File: src/rtl/pb_debounce_onepulse_if.sv
// Push-button signal bundle between the raw button source and the debounce/one-pulse conditioner.
// The master drives the raw level; the slave returns the conditioned level and strobes.
interface pb_debounce_onepulse_if;
  logic pb_in;
  logic pb_debounced;
  logic pb_press;
  logic pb_release;
  logic pb_toggle;

  modport master (
    output pb_in,
    input  pb_debounced,
    input  pb_press,
    input  pb_release,
    input  pb_toggle
  );

  modport slave (
    input  pb_in,
    output pb_debounced,
    output pb_press,
    output pb_release,
    output pb_toggle
  );
endinterface

File: src/rtl/pb_debounce_onepulse.sv
// Push-button conditioner: two-flop synchroniser, counter-qualified debounce FSM,
// registered press/release strobes and a press-toggled latch.
module pb_debounce_onepulse #(
  parameter int CNT_WIDTH       = 20,
  parameter int DEBOUNCE_CYCLES = 1000000
) (
  input logic                   clk,
  input logic                   rst,
  pb_debounce_onepulse_if.slave pb
);

  typedef enum logic [1:0] {
    S_LOW,
    S_WAIT_HI,
    S_HIGH,
    S_WAIT_LO
  } state_t;

  localparam logic [CNT_WIDTH-1:0] CNT_LAST = CNT_WIDTH'(DEBOUNCE_CYCLES - 1);
  localparam logic [CNT_WIDTH-1:0] CNT_ONE  = CNT_WIDTH'(1);

  logic                 s1, s2;
  state_t               state, state_nxt;
  logic [CNT_WIDTH-1:0] cnt, cnt_nxt;
  logic                 deb_q, deb_nxt;
  logic                 press_q, press_nxt;
  logic                 release_q, release_nxt;
  logic                 toggle_q, toggle_nxt;
  logic                 qual_hi, qual_lo;

  // NOTE: clocked state always uses non-blocking assignments so every flop samples pre-edge values.
  always_ff @(posedge clk) begin
    if (rst) begin
      s1 <= 1'b0;
      s2 <= 1'b0;
    end else begin
      s1 <= pb.pb_in;
      s2 <= s1;
    end
  end

  // Reaching the last count while still at the new level accepts the transition.
  assign qual_hi = (state == S_WAIT_HI) && s2  && (cnt == CNT_LAST);
  assign qual_lo = (state == S_WAIT_LO) && !s2 && (cnt == CNT_LAST);

  always_ff @(posedge clk) begin
    if (rst) begin
      state     <= S_LOW;
      cnt       <= '0;
      deb_q     <= 1'b0;
      press_q   <= 1'b0;
      release_q <= 1'b0;
      toggle_q  <= 1'b0;
    end else begin
      state     <= state_nxt;
      cnt       <= cnt_nxt;
      deb_q     <= deb_nxt;
      press_q   <= press_nxt;
      release_q <= release_nxt;
      toggle_q  <= toggle_nxt;
    end
  end

  // NOTE: every always_comb output gets a default first so no path can infer a latch.
  always_comb begin
    state_nxt = state;
    cnt_nxt   = '0;
    unique case (state)
      S_LOW: begin
        if (s2) begin
          state_nxt = S_WAIT_HI;
          cnt_nxt   = CNT_ONE;
        end
      end
      S_WAIT_HI: begin
        if (!s2)          state_nxt = S_LOW;
        else if (qual_hi) state_nxt = S_HIGH;
        else              cnt_nxt   = cnt + CNT_ONE;
      end
      S_HIGH: begin
        if (!s2) begin
          state_nxt = S_WAIT_LO;
          cnt_nxt   = CNT_ONE;
        end
      end
      S_WAIT_LO: begin
        if (s2)           state_nxt = S_HIGH;
        else if (qual_lo) state_nxt = S_LOW;
        else              cnt_nxt   = cnt + CNT_ONE;
      end
      default: state_nxt = S_LOW;
    endcase
  end

  // Strobes are computed from the accepting transition so they coincide with the level change.
  always_comb begin
    deb_nxt     = deb_q;
    press_nxt   = 1'b0;
    release_nxt = 1'b0;
    toggle_nxt  = toggle_q;
    if (qual_hi) begin
      deb_nxt    = 1'b1;
      press_nxt  = 1'b1;
      toggle_nxt = !toggle_q;
    end else if (qual_lo) begin
      deb_nxt     = 1'b0;
      release_nxt = 1'b1;
    end
  end

  assign pb.pb_debounced = deb_q;
  assign pb.pb_press     = press_q;
  assign pb.pb_release   = release_q;
  assign pb.pb_toggle    = toggle_q;

endmodule

File: src/flat_wrapper.sv
// flat-port wrapper written by rule: the top's interface ports become plain ports
module pb_debounce_onepulse_flat 
#(
  parameter int CNT_WIDTH       = 20,
  parameter int DEBOUNCE_CYCLES = 1000000
)
  (clk, rst, pb_pb_in, pb_pb_debounced, pb_pb_press, pb_pb_release, pb_pb_toggle);
  pb_debounce_onepulse_if pb_i ();
  input logic clk;
  input logic rst;
  input wire logic [$bits(pb_i.pb_in)-1:0] pb_pb_in;
  output wire logic [$bits(pb_i.pb_debounced)-1:0] pb_pb_debounced;
  output wire logic [$bits(pb_i.pb_press)-1:0] pb_pb_press;
  output wire logic [$bits(pb_i.pb_release)-1:0] pb_pb_release;
  output wire logic [$bits(pb_i.pb_toggle)-1:0] pb_pb_toggle;
  assign pb_i.pb_in = pb_pb_in;
  assign pb_pb_debounced = pb_i.pb_debounced;
  assign pb_pb_press = pb_i.pb_press;
  assign pb_pb_release = pb_i.pb_release;
  assign pb_pb_toggle = pb_i.pb_toggle;
  pb_debounce_onepulse #(.CNT_WIDTH(CNT_WIDTH), .DEBOUNCE_CYCLES(DEBOUNCE_CYCLES)) u_core (.clk(clk), .rst(rst), .pb(pb_i));
endmodule
File: config.mk
export PLATFORM = sky130hd
export DESIGN_NAME = pb_debounce_onepulse_flat
export DESIGN_NICKNAME = d
export VERILOG_FILES = /design/src/rtl/pb_debounce_onepulse_if.sv /design/src/rtl/pb_debounce_onepulse.sv /design/src/flat_wrapper.sv
export SDC_FILE = /design/constraint.sdc
export NUM_CORES = 1
export LEC_CHECK = 0
export CAP_MARGIN = 25
export CORE_UTILIZATION = 35
export DETAILED_ROUTE_END_ITERATION = 6
export PLACE_DENSITY = 0.51
export REMOVE_ABC_BUFFERS = 1
export SETUP_SLACK_MARGIN = 0.4
export SLEW_MARGIN = 15
export SYNTH_ARGS = -nofsm -noshare
export SYNTH_HDL_FRONTEND = slang
export SYNTH_SLANG_ARGS = --single-unit
File: constraint.sdc
create_clock -name clk -period 2.5 [get_ports clk]
set_clock_uncertainty 0.15 [all_clocks]
set_input_delay 0.5 -clock clk [delete_from_list [all_inputs] [get_ports clk]]
set_output_delay 0.5 -clock clk [all_outputs]
set_load 0.01 [all_outputs]
==> impl_metrics.csv <==
group,metric,value,unit
drt,viasPerCell,4.97,
clock_network,cts_sinks,28,
sta,tightest_slew,0.393,ns
critical_path,r2r_start,"u_core.cnt[1]",
clock_network,cts_inserted_buffers,3,
finish,area_growth,16.4,%
grt,antenna_found_initial,0,
sta,rsz0062_at_grt,"true",
placement,pre_cts_ws,0.316,ns
die,rows,20,
sta,report.final.slew_viol_count,0,
critical_path,worstSetupEndpointType,"register",
pwr,ir_worst_vdd,0.000335,V
grt,grt_pass1_vias,815,
critical_path,crit_path_max_fanout,6,
hold_path,min_from,"u_core.s1",
pwr,leakage,0.000415,uW
clock_network,cts.htree.levels,1,
clock_network,cts_max_path_buffers,2,
sta,finalCritPeriodShare,0.813,
drt,final_antenna_net_count,0,
finish,antenna_cells,0,
pwr,p_int,517,uW
pwr,power-per-cell-area,460,nW/um^2
synthesis,netlist_top_cells_area,"dfxtp_1 (47%), nor2_1 (4.4%), xor2_1 (4.4%)",
sta,setup_tns,0,ns
die,die_width,60.6,um
drt,wirelength,2170,um
hold_path,hold-path-endpoint,"u_core.s2",
hold_path,min_path_type,"register to register",
drt,wl_per_cell,11.3,um
clock_network,root_buffer,"clkbuf_4",
grt,gr-total-overflow,0,
synthesis,ys_seq_elements,28,
synthesis,netlist_area,1200,sq um
die,initial_core_util,0.381,
critical_path,reg2reg_slack,0.47,ns
sta,min_period,2.03,ns
sta,setup_slack,0.468,ns
synthesis,ys.warnings.count,0,
pwr,switching_power,127,uW
pwr,seqPwrFrac,0.703,
die,die_h,60.6,um
sta,finalHoldViolations,0,
critical_path,cp.required,2.61,ns
run_status,status,"completed",
sta,slew_headroom,0.736,
synthesis,synth.avg_cell_area,8.91,sq um
synthesis,ys_seq_area_frac,0.466,
die,core,3150,sq um
die,fp.dieArea,3670,sq um
hold_path,holdPathStages,1,
placement,hpwl,1570,um
finish,num-nets-final,154,
critical_path,rr_worst_depth,5,
run,maxCapViolations,0,
grt,grt_start_max_net_pins,20,
sta,whs,0.302,ns
placement,place.gp.congestion,0.782,
grt,grt_usage,0.141,
critical_path,crit_type,"register to register",
placement,port_buffers,6,
sta,max_freq,492,MHz
pwr,pwr-share-comb,0.027,
finish,drive_above_1_share,0.142,
drt,dr.first_iter.drc_count,55,
finish,finish.utilization,0.444,
pwr,switching_share,0.197,
sta,setup_violations,0,
synthesis,synth_cells,135,
grt,grt_pass1_wl,3770,um
synthesis,ys_types,34,
clock_network,cts_tree,"done",
drt,drc,0,
critical_path,cp.arrival,2.15,ns
drt,vias,955,
synthesis,synth_top_area_share,0.466,
clock_network,path_clk_slew,0.13,ns
clock_network,clock_latency,0.32,ns
drt,dr.pass1.iters,4,
die,io_pins,7,
critical_path,regToRegEndpoint,"u_core.pb.pb_toggle",
synthesis,yosys.area.top_type,"dfxtp_1",
pwr,p_clk_frac,0.270,
critical_path,cp-start-kind,"register",
[layout by cell type (no fill, tap or decap), drive strengths merged, types with 2 or more instances in the layout]
cell type,instances
a21o,2
a21oi,10
a31oi,2
and2,2
and3,3
buf,7
clkbuf,3
clkdlybuf4s50,6
dfxtp,28
inv,6
nand2,4
nand3,8
nand4,5
nor2,14
nor2b,2
nor3,2
nor4,3
o21ai,8
o31ai,3
or3,6
or4,4
xnor2,5
xor2,6
[layout make-up]
| cell class | count | area [sq um] |
|---|---|---|
| repair buffers | 13 | 113 |
| flip-flops and latches | 28 | 564 |
| clock buffers | 3 | 22.5 |
| inverters | 6 | 22.5 |
| multi-input cells | 98 | 623 |
| well taps | 44 | 55.1 |
| fillers | 319 | 1750 |
[repair_timing]
item                       CTS  global route
pin swaps                    0             1
setup endpoints to repair    5             3
hold buffers                 0             0
gates cloned                 0             0
resized for setup            5             2
setup buffers                1             3
[routing by layer]
layer	GRT usage	part of all wire
met1	0.209	0.55
met2	0.198	0.42
met3	0.0448	0.021
met4	0.0390	0.0097
met5	0	0
[sequential cells by signal, indices dropped and copies added, names as in the netlist, named ones only]
signal / flops
u_core.cnt: 20
u_core.pb.pb_debounced: 1
u_core.state: 1
u_core.pb.pb_release: 1
u_core.pb.pb_press: 1
u_core.pb.pb_toggle: 1
u_core.s1: 1
u_core.s2: 1
[worst max path at each step]
stage,startpoint,end,slack (ns),cells after the start
after detailed placement,u_core.cnt[0],u_core.pb.pb_toggle,0.32,5
after global routing,u_core.cnt[1],u_core.pb.pb_toggle,0.34,5
after CTS,u_core.cnt[1],u_core.pb.pb_toggle,0.42,5
after floorplan,u_core.cnt[0],u_core.pb.pb_toggle,0.43,5
final,u_core.cnt[1],u_core.pb.pb_toggle,0.47,5
after global placement,u_core.cnt[0],u_core.pb.pb_toggle,0.34,5
[cell usage after synthesis]
cell	n
o21ai_0	8
or2_2	1
a21oi_1	10
nand4_1	5
and2_1	2
nand3_2	1
nor2_1	14
and4_1	1
and3_2	1
a21o_1	2
nand4b_1	1
xnor2_1	5
nand2_1	4
clkbuf_2	1
or4b_1	1
nand2b_1	1
or4_1	3
buf_2	2
nor3_1	2
dfxtp_1	28
a31oi_1	2
inv_1	6
o31ai_1	3
or4_4	1
nor4b_1	1
or2b_2	1
ha_1	1
and3_1	2
nand3_1	7
or3_1	6
a211o_1	1
xor2_1	6
nor2b_1	2
nor4_1	3
[critical path, cell delays in order, from the launching register on]
cell	delay, ns
dfxtp_2	0.39
ha_4	0.15
nand2_2	0.09
or4_4	0.56
or4_1	0.51
a21oi_1	0.14
[stage by stage]
stage	cells	instance area, sq um	power (uW)
3_5_place_dp	185	1330	479
2_1_floorplan	132	1190	469
4_1_cts	189	1370	660
3_3_place_gp	185	1330	479
5_1_grt	192	1400	681
6_report	192	1400	644
[power groups by stage]
stage / clock network (uW) / logic, uW / registers, uW
5_1_grt: 208 / 18.9 / 454
6_report: 174 / 17.1 / 453
2_1_floorplan: 0 / 5.81 / 463
3_3_place_gp: 0 / 16.1 / 463
3_5_place_dp: 0 / 16.4 / 462
4_1_cts: 190 / 17.3 / 453
[cell families (layout without fill, tap and decap cells)]
group,count (synthesis),count (layout),synth area share
buffers and inverters,9,22,0.0312
xor gates and xnor gates,11,11,0.0801
adders and majority gates,1,1,0.0104
and+or+nand+nor,60,60,0.288
DFF,28,28,0.466
AOI/OAI and AO/OA,26,26,0.124
(Power assumes the default switching activity.)
